### src/rtl/bcd_counter_pkg.sv
// Shared constants, state encoding and nibble helper for the BCD counter.
package bcd_counter_pkg;

  localparam int BCD_W = 4;
  localparam logic [BCD_W-1:0] BCD_MAX = 4'd9;

  typedef enum logic [1:0] {
    IDLE  = 2'd0,
    RUN   = 2'd1,
    PAUSE = 2'd2
  } state_t;

  function automatic logic [BCD_W-1:0] clamp_bcd(input logic [BCD_W-1:0] nib);
    logic [BCD_W-1:0] res;
    if (nib > BCD_MAX) begin
      res = BCD_MAX;
    end else begin
      res = nib;
    end
    return res;
  endfunction

endpackage

### src/rtl/bcd_decade.sv
// Combinational single-decade cell: steps one BCD digit up or down and flags rollover.
module bcd_decade
  import bcd_counter_pkg::*;
(
  input  logic [BCD_W-1:0] val,
  input  logic             en,
  input  logic             up,
  output logic [BCD_W-1:0] next,
  output logic             carry_out
);

  // Increment with 9->0 carry, or decrement with 0->9 borrow, when enabled.
  always_comb begin
    next      = val;
    carry_out = 1'b0;
    if (en) begin
      if (up) begin
        if (val >= BCD_MAX) begin
          next      = 4'd0;
          carry_out = 1'b1;
        end else begin
          next      = val + 4'd1;
          carry_out = 1'b0;
        end
      end else begin
        if (val == 4'd0) begin
          next      = BCD_MAX;
          carry_out = 1'b1;
        end else begin
          next      = val - 4'd1;
          carry_out = 1'b0;
        end
      end
    end else begin
      next      = val;
      carry_out = 1'b0;
    end
  end

endmodule

### src/rtl/bcd_counter.sv
// Multi-decade BCD up/down counter with run/pause control, prescaled stepping,
// clamped parallel load and a registered wrap pulse.
module bcd_counter
  import bcd_counter_pkg::*;
#(
  parameter int DIGITS   = 4,
  parameter int PRESCALE = 1000000
) (
  input  logic                  clk,
  input  logic                  rst,
  input  logic                  start,
  input  logic                  stop,
  input  logic                  clear,
  input  logic                  up,
  input  logic                  load,
  input  logic [4*DIGITS-1:0]   load_val,
  output logic [4*DIGITS-1:0]   digits,
  output logic                  running,
  output logic                  wrap
);

  localparam int PW = (PRESCALE > 1) ? $clog2(PRESCALE) : 1;
  localparam logic [PW-1:0] PRESC_LAST = PW'(PRESCALE - 1);
  localparam logic [PW-1:0] PRESC_ONE  = PW'(1);
  localparam logic [PW-1:0] PRESC_ZERO = PW'(0);

  state_t              r_state;
  state_t              w_state_nxt;
  logic [PW-1:0]       r_presc;
  logic [PW-1:0]       w_presc_nxt;
  logic [4*DIGITS-1:0] r_digits;
  logic [4*DIGITS-1:0] w_digits_nxt;
  logic [4*DIGITS-1:0] w_load_clamped;
  logic                r_wrap;
  logic                r_running;
  logic                w_step;
  logic [DIGITS-1:0]   w_en;
  logic [DIGITS-1:0]   w_carry;

  // Next state with priority clear > load > stop > start.
  always_comb begin
    w_state_nxt = r_state;
    if (clear) begin
      w_state_nxt = IDLE;
    end else if (load) begin
      w_state_nxt = r_state;
    end else if (stop) begin
      case (r_state)
        RUN:     w_state_nxt = PAUSE;
        default: w_state_nxt = r_state;
      endcase
    end else if (start) begin
      case (r_state)
        IDLE:    w_state_nxt = RUN;
        PAUSE:   w_state_nxt = RUN;
        default: w_state_nxt = r_state;
      endcase
    end else begin
      w_state_nxt = r_state;
    end
  end

  assign w_step = (r_state == RUN) && (r_presc == PRESC_LAST) && !clear && !load;

  // Prescaler only advances while staying in RUN; any entry to RUN starts from zero.
  always_comb begin
    w_presc_nxt = PRESC_ZERO;
    if (clear || load) begin
      w_presc_nxt = PRESC_ZERO;
    end else if ((r_state == RUN) && (w_state_nxt == RUN)) begin
      if (r_presc == PRESC_LAST) begin
        w_presc_nxt = PRESC_ZERO;
      end else begin
        w_presc_nxt = r_presc + PRESC_ONE;
      end
    end else begin
      w_presc_nxt = PRESC_ZERO;
    end
  end

  // Clamp each nibble of the load value into the BCD range.
  always_comb begin
    w_load_clamped = {(4*DIGITS){1'b0}};
    for (int i = 0; i < DIGITS; i++) begin
      w_load_clamped[4*i +: 4] = clamp_bcd(load_val[4*i +: 4]);
    end
  end

  genvar g;
  generate
    for (g = 0; g < DIGITS; g++) begin : g_dec
      if (g == 0) begin : g_first
        assign w_en[g] = w_step;
      end else begin : g_rest
        assign w_en[g] = w_carry[g-1];
      end
      bcd_decade u_decade (
        .val       (r_digits[4*g +: 4]),
        .en        (w_en[g]),
        .up        (up),
        .next      (w_digits_nxt[4*g +: 4]),
        .carry_out (w_carry[g])
      );
    end
  endgenerate

  // State, prescaler, count and output registers.
  always_ff @(posedge clk) begin
    if (rst) begin
      r_state   <= IDLE;
      r_presc   <= PRESC_ZERO;
      r_digits  <= {(4*DIGITS){1'b0}};
      r_wrap    <= 1'b0;
      r_running <= 1'b0;
    end else begin
      r_state   <= w_state_nxt;
      r_presc   <= w_presc_nxt;
      r_running <= (w_state_nxt == RUN);
      // A carry out of the top decade on a step is exactly the all-9s/all-0s wrap.
      r_wrap    <= w_step && w_carry[DIGITS-1];
      if (clear) begin
        r_digits <= {(4*DIGITS){1'b0}};
      end else if (load) begin
        r_digits <= w_load_clamped;
      end else if (w_step) begin
        r_digits <= w_digits_nxt;
      end else begin
        r_digits <= r_digits;
      end
    end
  end

  assign digits  = r_digits;
  assign running = r_running;
  assign wrap    = r_wrap;

endmodule

### config.mk
export PLATFORM = sky130hd
export DESIGN_NAME = bcd_counter
export DESIGN_NICKNAME = d
export VERILOG_FILES = /design/src/rtl/bcd_counter_pkg.sv /design/src/rtl/bcd_decade.sv /design/src/rtl/bcd_counter.sv
export SDC_FILE = /design/constraint.sdc
export NUM_CORES = 1
export LEC_CHECK = 0
export ABC_AREA = 0
export CAP_MARGIN = 25
export CORE_ASPECT_RATIO = 1.4
export CORE_MARGIN = 2
export CORE_UTILIZATION = 40
export CTS_BUF_LIST = sky130_fd_sc_hd__clkbuf_4 sky130_fd_sc_hd__clkbuf_8
export DETAILED_ROUTE_END_ITERATION = 8
export GPL_TIMING_DRIVEN = 0
export SYNTH_ARGS = -nofsm -noshare
export SYNTH_HDL_FRONTEND = slang
export SYNTH_SLANG_ARGS = --single-unit
### constraint.sdc
create_clock -name clk -period 3.04 [get_ports clk]
set_clock_uncertainty 0.1 [all_clocks]
set_input_delay 0.608 -clock clk [delete_from_list [all_inputs] [get_ports clk]]
set_output_delay 0.608 -clock clk [all_outputs]
set_load 0.1 [all_outputs]
==> impl_results.md, run 1 <==
- Crit path setup slack, layout: 0.170 ns
- Tightest Pin Transition: 0.981 ns
- Hold EP: r_presc[0]
- Max-capacitance violation count: 0
- DP HPWL: 5790 um
- Peak supply drop: 261 uV
- Total leakage power: 1.15 nW
- Area of the multi-input gates: 1870 um^2
- Core Region: 6940 um^2
- Status: complete, no violations
- HP Class: reg -> reg
- Syn Area/Cell: 7.65 um^2
- Worst reg2reg path endpoint: digits[8]
- CP Capture Type: flip-flop
- TritonCTS Buffers: 5
- Root Buffer: clkbuf_8
- Post-synth top area share: 0.282
- Syn Nets: 407
- Final Wtd Congestion: 0.864
- Post-synthesis instance total: 371
- Final min period: 2.87 ns
- DRT iter0 DRCs: 143
- Initial antenna violation count: 0
- Die H: 104 um
- YS warnings: 0
- WL/cell: 15.3 um
- Share of layout cells above drive strength 1: 0.0789
- CTS max path bufs: 2
- Post-place setup slack: -0.120 ns
- Post-synthesis sequential element count: 40
- Port bufs: 39
- CTS tree: built
- Slew HR: 0.344
- # clock sinks: 40
- Pins Over Slew Limit: 0
- Die width: 75.2 um
- Filler cell count in the final layout: 715
- GRT Util Overall: 0.208
- Share of synthesized flip-flops with an asynchronous set or reset: 0
- Post-synth EDFFs: 0
- Period utilization: 0.944
- Pwr Density: 340 nW/um^2
- Synth Cell Area: 2840 um^2
- Most frequent cells after synthesis: 50 x nor2_1, 40 x dfxtp_1, 25 x nand2_1
- # IOs: 41
- Grt ovf: 0
- Reg2reg start: digits[4]
- Routed WL: 7870 um
- Antenna Cells: 0
- Arrival time worst endpoint: 2.99 ns
- Reg2Reg Depth: 8
- R2R Setup Slk: 0.51 ns
- Max Fclk: 348 MHz
- Synth unique cells: 68
- # H-tree levels: 2
- Startpoint Class: input port
- Top-count cell post-synth: nor2_1
- Dpl cell area: 3350 um^2
- WS Path Type: in -> reg
- Design area: 3440 um^2
- Clock Latency Late Sink: 0.29 ns
- First-pass GRT wire length: 13,000 um
- Number of global-route vias before repair: 2,761
- Ys flop type: dfxtp_1
- Drt drc: 0
- Die area: 7800 um^2
- Final #Nets: 453
- Via/cell ratio: 5.59
- Post-CTS Setup Bufs: 0
- Post-route antenna net violation count: 0
- Area leader, netlist: dfxtp_1
- Power Total: 1.17 mW
- Area growth syn-to-layout: 21.2%
- Final setup viols: 0
- Clock Pin Slew Worst Setup and Hold Paths: 0.08 ns
- DRT Pass-1 Iters: 4
- RSZ-0062 raised after global routing: no
- Rows: 36
- Worst Path Max Fanout: 10
- Pin count of the biggest net entering global routing: 14
- Crit path required time: 3.16 ns
- Hold slack: 0.379 ns
- Hold Violations, Final: 0
- Hold Crit Depth: 1
- Via count: 2,870
- Register area: 801 um^2
- Initial core utilization: 0.409
- Sequential element share of the synthesized area: 0.282
- Hold Crit Start: r_presc[0]
- Top area cells in the synthesized netlist: dfxtp_1 28%, nor2_1 6.6%, ha_1 5.7%
==> layout make-up <==
cell class / instances / area share
sequential: 40 / 0.233
timing repair buffer: 39 / 0.113
clock buffer: 6 / 0.0222
buffer: 21 / 0.0262
tap: 95 / 0.0345
inverter: 22 / 0.0240
multi-input combinational: 288 / 0.542
clock inverter: 2 / 0.00473
==> logic make-up after synthesis <==
family | after synthesis | share of synthesized area
AOI/OAI and AO/OA | 97 | 0.231
xor gates and xnor gates | 19 | 0.0586
adders and majority gates | 13 | 0.0573
DFF | 40 | 0.282
buffers and inverters | 43 | 0.0604
and+or+nand+nor | 152 | 0.285
muxes | 7 | 0.0256
==> critical path, cell delays in order <==
cell and delay, ns:
clkdlybuf4s50_1 0.48, nor4b_1 0.53, nor3b_2 0.33, nor4bb_1 0.25, buf_4 0.23, mux2_2 0.35
a221oi_2 0.19
==> per-stage QoR <==
step                      setup TNS, ns  cells   util
after CTS                             0    513  0.496
after global routing                  0    513  0.496
final                                 0    513  0.496
after detailed placement         -0.455    505  0.483
after global placement           -0.140    505  0.483
after floorplan                       0    371      -
==> how the worst max path moves through the flow <==
| stage | from | endpoint | slack [ns] | cells past startpoint |
|---|---|---|---|---|
| 2_1_floorplan | digits[1] | digits[8] | 0.01 | 9 |
| 3_3_place_gp | up | digits[3] | -0.05 | 8 |
| 3_5_place_dp | up | digits[12] | -0.12 | 7 |
| 4_1_cts | up | digits[3] | 0.19 | 8 |
| 5_1_grt | clear | digits[9] | 0.12 | 7 |
| 6_report | clear | digits[8] | 0.17 | 7 |
==> layout by cell type, fill, tap and decap left out, types with 3 or more instances in the layout <==
| cell type | count |
|---|---|
| or2_2 | 3 |
| clkdlybuf4s50_1 | 39 |
| mux2i_1 | 5 |
| o21a_1 | 3 |
| o21bai_1 | 3 |
| or3_1 | 3 |
| and3_1 | 3 |
| nand3_1 | 17 |
| clkbuf_1 | 14 |
| a31oi_1 | 14 |
| nand3b_1 | 4 |
| xnor2_1 | 15 |
| nor2b_1 | 6 |
| o21ai_0 | 19 |
| nand2_1 | 25 |
| nor4b_1 | 4 |
| or3b_2 | 3 |
| nor3_1 | 10 |
| nor2_1 | 50 |
| a21oi_1 | 22 |
| a211oi_1 | 5 |
| nand2b_1 | 4 |
| inv_1 | 22 |
| xor2_1 | 4 |
| dfxtp_1 | 40 |
| ha_1 | 13 |
| clkbuf_8 | 5 |
==> what timing repair did <==
| action | 4_1_cts | 5_1_grt |
|---|---|---|
| hold buffers | 0 | 0 |
| gates resized for setup | 0 | 2 |
| setup endpoints to repair | 0 | 1 |
==> registers in the layout, indices dropped and copies added, names as in the netlist <==
signal and flops:
digits 16, r_presc 20, r_state 2, running 1, wrap 1
==> layer usage <==
metal  share of wire  vias up  global-route usage
met2            0.51       75               0.360
met5               0        -                   0
met3           0.043       21              0.0379
met1            0.42     1348               0.248
met4           0.030        0              0.0739
li1                -     1426                   -
==> power breakdown <==
group / switching, mW / internal (mW)
logic: 0.157 / 0.0935
clock network: 0.201 / 0.172
registers: 0.0148 / 0.531
No activity file was read; power rests on OpenSTA's default activity.
==> inputs of run 2 (changes only) <==
- CORE_ASPECT_RATIO: 1.4 -> 1.1
- clock period: 3.04 -> 3.2 ns (I/O delays scaled with it)
==> impl_results.md, run 2 (same netlist as run 1, synthesis figures left out) <==
- Status: complete, no violations
- Antenna Cells: 0 (unchanged)
- CP Capture Type: flip-flop
- Final min period: 2.89 ns
- Drt drc: 0 (unchanged)
- Pins Over Slew Limit: 0 (unchanged)
- Cts hold-fix bufs: 0 (unchanged)
- Total leakage power: 1.14 nW (-0.68%)
- Initial antenna violation count: 0 (unchanged)
- Pwr Density: 319 nW/um^2 (-6.2%)
- Die area: 7790 um^2 (-0.11%)
- Area growth syn-to-layout: 20.4%
- TritonCTS Buffers: 5 (unchanged)
- Crit path required time: 3.33 ns (+0.17 ns)
- Period utilization: 0.902
- # clock sinks: 40 (unchanged)
- HP Class: reg -> reg
- Clock Pin Slew Worst Setup and Hold Paths: 0.08 ns (about the same)
- # IOs: 41 (unchanged)
- Routed WL: 7580 um (-3.6%)
- Post-route antenna net violation count: 0 (unchanged)
- CTS tree: built
- Hold Violations, Final: 0 (unchanged)
- Peak supply drop: 186 uV (-29%)
- Pin count of the biggest net entering global routing: 13 (-1)
- Tightest Pin Transition: 0.966 ns (-0.0149 ns)
- Via count: 2,825 (-1.6%)
- Startpoint Class: input port
- TNS Setup: 0 ns (unchanged)
- Initial core utilization: 0.410 (+0.000591)
- Filler cell count in the final layout: 682 (-4.6%)
- Arrival time worst endpoint: 3.02 ns (+0.03 ns)
- Final Wtd Congestion: 0.842 (-2.5%)
- Core Region: 6930 um^2 (-0.14%)
- Root Buffer: clkbuf_8
- # H-tree levels: 2 (unchanged)
- Post-Layout Cell Count: 502 (-2.1%)
- Final setup viols: 0 (unchanged)
- DRT Pass-1 Iters: 4 (unchanged)
- Number of global-route vias before repair: 2,577 (-6.7%)
- Most frequent cells in the layout: 50 x nor2_1, 40 x dfxtp_1, 39 x clkdlybuf4s50_1
- Max-capacitance violation count: 0 (unchanged)
- Clock Latency Late Sink: 0.30 ns (about the same)
- Max reg flops: 20 (unchanged)
- GRT Util Overall: 0.194 (-0.0136)
- Share of layout cells above drive strength 1: 0.0743 (-0.00461)
- RSZ-0062 raised after global routing: no
- Slew HR: 0.354 (+0.00997)
- WL/cell: 15.1 um (-1.5%)
- First-pass GRT wire length: 12,400 um (-4.1%)
- Max Fclk: 346 MHz
- CTS max path bufs: 2 (unchanged)
- Die width: 84.3 um (+12%)
- WS Path Type: in -> reg
- Post-cts sizing count: 0 (unchanged)
- DP HPWL: 5460 um (-5.8%)
- Commonest non-fill, non-tap cell in the layout: nor2_1
- DRT iter0 DRCs: 238 (+66%)
- Final #Nets: 453 (unchanged)
- Top reg by flops: r_presc
- Worst Path Max Fanout: 10 (unchanged)
- Port bufs: 39 (unchanged)
- Rows: 32 (-11%)
- Grt ovf: 0 (unchanged)
- Post-Place Cells: 495 (-2.0%)
- Via/cell ratio: 5.63 (+0.59%)
- Die H: 92.4 um (-11%)
- Post-CTS Setup Bufs: 0 (unchanged)
run 2: cell count changes in the layout (fill, tap and decap cells not counted), sizes merged:
cell / delta
clkbuf: -1
run 2: path summary, 6_finish.rpt:
check          endpoint        from  cells past startpoint  slack (ns)
max reg2reg   digits[9]   digits[1]                      9        0.69
min reg2reg  r_presc[0]  r_presc[0]                      1        0.38
min          r_presc[0]  r_presc[0]                      1        0.38
max           digits[3]          up                      8        0.31
run 2: critical path, stage by stage:
cell and delay (ns):
clkdlybuf4s50_1 0.58, clkbuf_1 0.36, clkbuf_1 0.44, buf_2 0.37
a31oi_1 0.12, a32oi_1 0.20, o211ai_1 0.14, a21oi_1 0.15
run 2: layout make-up:
class,instances,area [um^2],share of cell area
plain buffers,21,88.8,0.0260
well taps,85,106,0.0311
inverters,22,82.6,0.0242
multi-input cells,288,1870,0.546
clock inverters,2,12.5,0.00366
repair buffers,39,390,0.114
flip-flops and latches,40,801,0.234
clock buffers,5,68.8,0.0201
run 2: per-layer routing:
| layer | wire (um) | up-vias | track usage |
|---|---|---|---|
| met5 | 0 | - | 0 |
| met2 | 3720 | 63 | 0.343 |
| li1 | - | 1424 | - |
| met1 | 3530 | 1331 | 0.244 |
| met4 | 66 | 0 | 0.0538 |
| met3 | 271 | 7 | 0.0312 |
run 2: report_power, final:
part / switching, mW / internal (mW)
Sequential: 0.0140 / 0.505
Combinational: 0.148 / 0.0886
Clock: 0.186 / 0.148
Total: 0.348 / 0.741
run 2: per-stage QoR:
| stage | utilization | worst slack, ns | power, mW | instance area (um^2) | hold WS [ns] |
|---|---|---|---|---|---|
| after floorplan | - | 0.173 | 0.687 | 2840 | 0.338 |
| after global placement | 0.482 | 0.0652 | 0.764 | 3340 | 0.362 |
| after detailed placement | 0.482 | 0.0414 | 0.765 | 3340 | 0.369 |
| after CTS | 0.493 | 0.339 | 1.10 | 3420 | 0.388 |
| after global routing | 0.493 | 0.0134 | 1.13 | 3420 | 0.405 |
| final | 0.493 | 0.313 | 1.09 | 3420 | 0.377 |
